File: src/rtl/keypad_scan.sv
// keypad_scan: 4x4 matrix keypad scanner. Drives one row low at a time,
// samples the columns, debounces whole 16-key frames and reports single-key
// press/release events with a held key code.
module keypad_scan #(
  parameter int SCAN_DIV = 50_000,
  parameter int DB_SCANS = 4
) (
  input  logic       clk,
  input  logic       reset,
  input  logic [3:0] col,
  output logic [3:0] row,
  output logic [3:0] key_code,
  output logic       key_valid,
  output logic       key_rel,
  output logic       key_down,
  output logic       multi_key
);

  localparam int TW = (SCAN_DIV > 1) ? $clog2(SCAN_DIV) : 1;
  localparam int SW = $clog2(DB_SCANS + 1);
  localparam logic [TW-1:0] TICK_LAST  = TW'(SCAN_DIV - 1);
  localparam logic [SW-1:0] STABLE_MAX = SW'(DB_SCANS);

  // Key FSM encoding
  localparam logic [1:0] ST_IDLE = 2'd0;
  localparam logic [1:0] ST_HELD = 2'd1;
  localparam logic [1:0] ST_LOCK = 2'd2;

  // Handshake note: key_valid and key_rel are single-cycle strobes with no
  // back-pressure; key_code is valid from the key_valid cycle until the next
  // key_valid, and key_down is the level view of the same press.

  logic [3:0]    col_s1, col_s2;
  logic [TW-1:0] tick;
  logic [1:0]    row_idx;
  logic [1:0]    row_idx_next;
  logic [15:0]   frame, frame_next, prev_frame, debounced;
  logic [SW-1:0] stable_cnt, stable_inc;
  logic          sample, frame_end, frame_same, load_db;
  logic [1:0]    state;
  logic [4:0]    db_count;
  logic [3:0]    db_index;

  function automatic logic [4:0] popcount16(input logic [15:0] v);
    logic [4:0] cnt;
    cnt = 5'd0;
    for (int i = 0; i < 16; i++) cnt = cnt + {4'd0, v[i]};
    return cnt;
  endfunction

  // Two-flop synchronizer for the asynchronous column lines (idle high)
  always_ff @(posedge clk) begin
    if (reset) begin
      col_s1 <= 4'hF;
      col_s2 <= 4'hF;
    end else begin
      col_s1 <= col;
      col_s2 <= col_s1;
    end
  end

  assign sample       = (tick == TICK_LAST);
  assign frame_end    = sample && (row_idx == 2'd3);
  assign row_idx_next = row_idx + 2'd1;

  // Tick counter, row counter and registered active-low row strobe
  always_ff @(posedge clk) begin
    if (reset) begin
      tick    <= '0;
      row_idx <= 2'd0;
      row     <= 4'b1110;
    end else if (sample) begin
      tick    <= '0;
      row_idx <= row_idx_next;
      row     <= ~(4'b0001 << row_idx_next);
    end else begin
      tick <= tick + 1'b1;
    end
  end

  // Frame image with the current row's columns merged in (1 = pressed)
  always_comb begin
    frame_next = frame;
    frame_next[{row_idx, 2'b00} +: 4] = ~col_s2;
  end

  assign frame_same = (frame_next == prev_frame);
  assign stable_inc = (stable_cnt == STABLE_MAX) ? stable_cnt : stable_cnt + 1'b1;
  assign load_db    = frame_end && frame_same && (stable_inc == STABLE_MAX);

  // Frame capture and whole-frame debounce
  always_ff @(posedge clk) begin
    if (reset) begin
      frame      <= '0;
      prev_frame <= '0;
      stable_cnt <= '0;
      debounced  <= '0;
    end else if (sample) begin
      frame <= frame_next;
      if (frame_end) begin
        prev_frame <= frame_next;
        stable_cnt <= frame_same ? stable_inc : '0;
        if (load_db) debounced <= frame_next;
      end
    end
  end

  // Population count and index of the (highest) pressed key in the map
  always_comb begin
    db_count = popcount16(debounced);
    db_index = 4'd0;
    for (int i = 0; i < 16; i++) begin
      if (debounced[i]) db_index = 4'(i);
    end
  end

  // Key event FSM; debounced only moves at frame ends, so evaluating every
  // cycle reacts exactly on the cycle after an update
  always_ff @(posedge clk) begin
    if (reset) begin
      state     <= ST_IDLE;
      key_code  <= 4'd0;
      key_valid <= 1'b0;
      key_rel   <= 1'b0;
      key_down  <= 1'b0;
      multi_key <= 1'b0;
    end else begin
      key_valid <= 1'b0;
      key_rel   <= 1'b0;
      multi_key <= (db_count > 5'd1);
      case (state)
        ST_IDLE: begin
          if (db_count == 5'd1) begin
            key_code  <= db_index;
            key_valid <= 1'b1;
            key_down  <= 1'b1;
            state     <= ST_HELD;
          end else if (db_count > 5'd1) begin
            state <= ST_LOCK;
          end
        end
        ST_HELD: begin
          if (debounced == 16'd0) begin
            key_rel  <= 1'b1;
            key_down <= 1'b0;
            state    <= ST_IDLE;
          end
        end
        ST_LOCK: begin
          if (debounced == 16'd0) state <= ST_IDLE;
        end
        default: state <= ST_IDLE;
      endcase
    end
  end

endmodule
File: config.mk
export PLATFORM = sky130hd
export DESIGN_NAME = keypad_scan
export DESIGN_NICKNAME = d
export VERILOG_FILES = /design/src/rtl/keypad_scan.sv
export SDC_FILE = /design/constraint.sdc
export NUM_CORES = 1
export LEC_CHECK = 0
export CAP_MARGIN = 20
export CORE_AREA = 10 10 100 102
export DETAILED_ROUTE_END_ITERATION = 10
export DIE_AREA = 0 0 110 112
export PLACE_DENSITY = 0.89
export SETUP_SLACK_MARGIN = 0.2
export SLEW_MARGIN = 30
export SYNTH_ARGS = -nofsm -noshare
export SYNTH_HDL_FRONTEND = slang
export SYNTH_SLANG_ARGS = --single-unit
File: constraint.sdc
create_clock -name clk -period 5.74 [get_ports clk]
set_clock_uncertainty 0.1 [all_clocks]
set_input_delay 1.435 -clock clk [delete_from_list [all_inputs] [get_ports clk]]
set_output_delay 1.435 -clock clk [all_outputs]
set_load 0.01 [all_outputs]
# After elaboration in Yosys (flattened, before gate mapping)
# Index checks and enable logic that the tools add are counted.
[word_totals]
reg_bits = 91
inputBits = 6
out_inout_bits = 12
elab_cells = 96
[op_classes]
add_sub_neg = 19
n_lt_le_gt_ge = 1
n_eq_ne = 12
shifts = 3
n_mux = 27
bitwise = 4
n_reduce_logical = 15
[op_table]
columns = ["op", "count"]
rows = [
  ["two-way mux 4 bit", 14],
  ["adder 5 x 1 -> 5 bit", 11],
  ["adder 16 x 1 -> 16 bit, second input constant", 1],
  ["bitwise mux 16 bit", 1],
  ["== test 16 bit", 1],
  ["== test 16 bit, second input constant", 1],
  ["logical NOT 16 bit", 1],
  ["variable shift 4 x 6 -> 16 bit, first input constant", 1],
  ["variable part select 4 x 6 -> 16 bit", 1],
  ["NOT 4 bit", 2],
  ["OR reduction 2 bit", 4],
  ["== test 3 bit, second input constant", 2],
  ["two-way mux 2 bit", 3],
  ["two-way mux 3 bit", 2],
  ["negation 4 -> 6 bit", 1],
  ["AND reduction 2 bit", 3],
  ["AND reduction 3 bit", 2],
  ["adder 4 x 1 -> 5 bit", 1],
  ["== test 5 x 1 -> 1 bit, second input constant", 1],
  ["greater-than comparator 5 x 1 -> 1 bit, second input constant", 1],
  ["two-way mux 1 bit", 5],
  ["adder 3 x 1 -> 4 bit", 1],
  ["== test 2 bit, second input constant", 2],
  ["!= test 2 bit, second input constant", 2],
  ["14 further kinds", 17],
]

# Depth between registers and ports, before layout
# Gate-level depths: netlist of the first run.
[logic_depth]
word_depth = 19
mapped_depth = 16
mapped_depth_nobuf = 16

# Least setup slack after synthesis of the first run
# Ideal clock, no wire load.
[synth_path]
kind = "register to register"
start = "register debounced[5]"
end = "register key_code[2]"
setup_ns = 0.128
t_arrival_ns = 4.265
slack_ns = 1.247
path_stages_with_launch = 17
path_buffers = 1
period_less_slack_ns = 4.493
cell_sequence = "dfxtp_1 -> fa_1 -> inv_1 -> fa_1 -> fa_1 -> fa_1 -> inv_1 -> ha_1 -> inv_1 -> fa_1 -> nor2_1 -> a31oi_1 -> nor4b_1 -> and3_1 -> clkbuf_1 -> mux2i_1 -> nor2_1"
[synth_via]
elab_chain_len = 13
[synth_rtl]
columns = ["element", "line", "source"]
rows = [
  ["start, declared", "37", "logic [15:0] frame, frame_next, prev_frame, debounced;"],
  ["start signal, assigned", "103", "if (load_db) debounced <= frame_next;"],
  ["adder 5 x 1 -> 5 bit (11 in a row)", "47", "for (int i = 0; i < 16; i++) cnt = cnt + {4'd0, v[i]};"],
  ["== test 5 x 1 -> 1 bit", "133", "if (db_count == 5'd1) begin"],
  ["AND reduction 2 bit (no source line)", "n/a", ""],
  ["end signal, assigned", "134", "key_code <= db_index;"],
  ["end, declared", "12", "output logic [3:0] key_code,"],
]
# Parallel ways exist; a longest one is shown, timed or not.
# A chain may end at the register's enable or synchronous reset.

# Final worst setup path of the first run
[layout_path]
start = "register debounced[5]"
end = "register key_code[1]"
# The elaborated chain is that of the path after synthesis.

==> summary.txt, run 1 <==
Req. time, crit path - 5.91 ns
IO Pins - 18
Via density - 5.75
count of non-filler cells in the finished layout - 648
EDFF count, synth - 0
leakage - 1.86 nW
Post-Place Cell Area - 4930 µm²
total CTS buffers - 9
synth warn - 0
htree depth - 3
area grow syn2layout - 7.70%
Final #Nets - 570
crit path max fanout - 10
clock sink count - 91
Final HPWL DP - 7.11 mm
port buffer count - 17
Synth Cell Area - 4740 µm²
maxcap violations - 0
Startpoint Class - flop
CP endpoint kind - flop
endpoints failing setup - 0
Worst VDD drop - 151 µV
Skew-Pair Late Insertion Delay - 0.36 ns
hold_buf cts - 0
Worst EP arrival - 5.18 ns
Slowest-stage cell, CP - nor4b_1
Main synth FF type - dfxtp_1
die span in y - 112 µm
Die Wd - 110 µm
Synth async-reset ratio - 0%
CORE AREA - 8050 µm²
Setup Buffers After CTS - 0
Ant. Diodes - 0
grt ovf - 0
sequential area share after synthesis - 38.4%
Place WS - 0.850 ns
max frequency - 0.200 GHz
CTS tree - yes
Setup CP Type - reg2reg
Most common cell on crit path - fa_1
Compound-Gate Fraction of Synth Area - 14.6%
Rows - 33
Largest delay share family, worst path - adder cells
overall routed net length - 9.92 mm
min cycle time layout - 5.00 ns
post-route ant nets - 0
die area - 12300 µm²
largest family of logic cells by synthesized area - simple AND/OR/NAND/NOR gates
adder-cell area share of the yosys netlist - 8.44%
Buf+Inv Stages, Crit Path - 3
first-pass GRT wire length - 16.9 mm
Root Buffer - clkbuf_8
Overall Global Routing Usage - 16.6%
Worst Max-Slew Pin Slew - 0.892 ns
cell count after synthesis - 535
routed len/inst - 15.3 µm
GPL Wtd Cong - 0.885
Cell Chain, Critical Path - fa_1, inv_1, fa_1, fa_1, fa_1, inv_1, ha_1, inv_1, fa_1, nor2_1, a31oi_1, nor4b_1, and3_1, nor2_1, a311oi_1
share of cells above drive strength 1 - 10.1%
RSZ-0062 raised after global routing - no
Cell variety after synth - 65
fin. max-slew vios - 0
dpl cells - 632
portion of netlist area occupied by mux cells - 5.43%
CP peak stage delay - 0.66 ns
final hold violations - 0
xor and xnor fraction of the mapped netlist area - 4.62%
CTS Buffer Depth - 2
simple-gate share of the synthesized area - 22.4%
Clock transition at path regs - 0.09 ns
status - complete, no violations
Core Util, Final - 63.4%
via count - 3728
Initial DRT Pass Iterations - 6
FF+latch count, synth - 91
DR DRC count - 0
Min-Delay Path Class - reg2reg
Max-Slew Margin vs Limit - 39.8%
Syn Nets - 567
vias in the first global route - 3646
crit share post-route - 87.1%
Final TNS setup - 0 ns
syn_area_per_cell - 8.87 µm²
Initial Utilization - 58.9%
largest net degree at the start of global routing - 67
initial antenna violation count - 0
final worst setup slack - 0.738 ns
post-cts sizing count - 0
fin area - 5110 µm²
power density over the cells - 210 nW/µm²
DR iter-0 viols - 201
[where the power goes]
group          switching [W]  internal (W)
registers         0.00000651      0.000636
clock network       0.000230      0.000169
logic              0.0000194     0.0000124
total               0.000255      0.000818
[sequential cells by signal, summed over array words and instances (netlist names)]
name        cells
key_rel         1
state           2
col_s1          4
key_code        4
prev_frame     16
key_valid       1
col_s2          4
key_down        1
multi_key       1
tick           16
row             4
frame          16
row_idx         2
stable_cnt      3
debounced      16
[worst paths after layout]
check          startpoint          end  slack, ns  cells past startpoint
min             col_s1[1]    col_s2[1]       0.31                      1
min reg2reg     col_s1[1]    col_s2[1]       0.31                      1
max          debounced[5]  key_code[1]       0.74                     15
max reg2reg  debounced[5]  key_code[1]       0.74                     15
[synth_stat cells, types with 9 or more instances]
| cell type | count | area share (%) |
|---|---|---|
| ha_1 | 16 | 4.2 |
| xnor2_1 | 21 | 3.9 |
| a211oi_1 | 29 | 4.6 |
| nand2b_1 | 9 | 1.2 |
| nand2_1 | 11 | 0.87 |
| mux2_4 | 10 | 3.2 |
| fa_1 | 10 | 4.2 |
| a21oi_1 | 27 | 2.8 |
| inv_1 | 43 | 3.4 |
| nor3_1 | 11 | 1.2 |
| nor2_1 | 99 | 7.8 |
| nand3_1 | 10 | 1.1 |
| dfxtp_1 | 91 | 38 |
| clkbuf_1 | 19 | 1.5 |
| nor2b_1 | 16 | 2.1 |
[per-layer routing]
metal  vias up  GRT usage, %  share of wire (%)
met4         0          6.34                2.6
met1      1740          20.6                 45
li1       1845             -                  -
met3        32          3.81                4.7
met5         -             0                  0
met2       111          26.9                 48
[through the flow]
stage | hold WS, ns | total power, W
2_1_floorplan | 0.289 | 0.000678
4_1_cts | 0.311 | 0.00108
3_5_place_dp | 0.295 | 0.000689
6_report | 0.310 | 0.00107
5_1_grt | 0.329 | 0.00111
3_3_place_gp | 0.292 | 0.000687
[final cells by class]
class	count	area, µm²
fill	648	2940
clock inverter	6	40.0
timing repair buffer	19	180
clock buffer	10	138
inverter	43	161
multi-input combinational	374	2640
sequential	91	1820
tap	105	131
[cell usage in the layout, fill, tap and decap left out, types with 3 or more instances in the layout]
| cell type | Yosys | layout |
|---|---|---|
| a31oi_1 | 4 | 4 |
| xnor2_1 | 21 | 21 |
| inv_1 | 43 | 43 |
| nor2b_1 | 16 | 16 |
| a211o_1 | 4 | 4 |
| mux2i_1 | 4 | 4 |
| o21a_1 | 6 | 6 |
| a211oi_1 | 29 | 29 |
| nand4_1 | 4 | 4 |
| mux2_4 | 10 | 10 |
| nand2_1 | 11 | 11 |
| or3_1 | 6 | 6 |
| clkinv_2 | 0 | 3 |
| nor4_1 | 3 | 3 |
| and3_1 | 4 | 4 |
| nand2b_1 | 9 | 9 |
| fa_1 | 10 | 10 |
| mux2_2 | 6 | 6 |
| o31ai_1 | 3 | 3 |
| nor2_1 | 99 | 99 |
| nor4b_1 | 4 | 4 |
| clkdlybuf4s50_1 | 0 | 16 |
| ha_1 | 16 | 16 |
| o21ai_0 | 7 | 7 |
| or2_2 | 8 | 8 |
| dfxtp_1 | 91 | 91 |
| clkbuf_8 | 0 | 10 |
| a21oi_1 | 27 | 27 |
| xor2_1 | 4 | 4 |
| nor3_1 | 11 | 11 |
| nand3_1 | 10 | 10 |
[logic make-up (layout without fill, tap and decap cells)]
group	Yosys count	after routing
adder cells (fa/ha/maj)	26	26
flip-flops	91	91
buffers and inverters	70	78
AO/OA/AOI/OAI	101	101
AND/OR/NAND/NOR	202	202
XOR/XNOR	25	25
multiplexers	20	20
Note: power is estimated with default switching activity, not from simulation.
==> run 2, diff against run 1 <==
Settings changed: TNS_END_PERCENT from default to 20.
==> results of run 2 <==
Same layout as run 1: the final DEF is identical, and so are final timing and power.
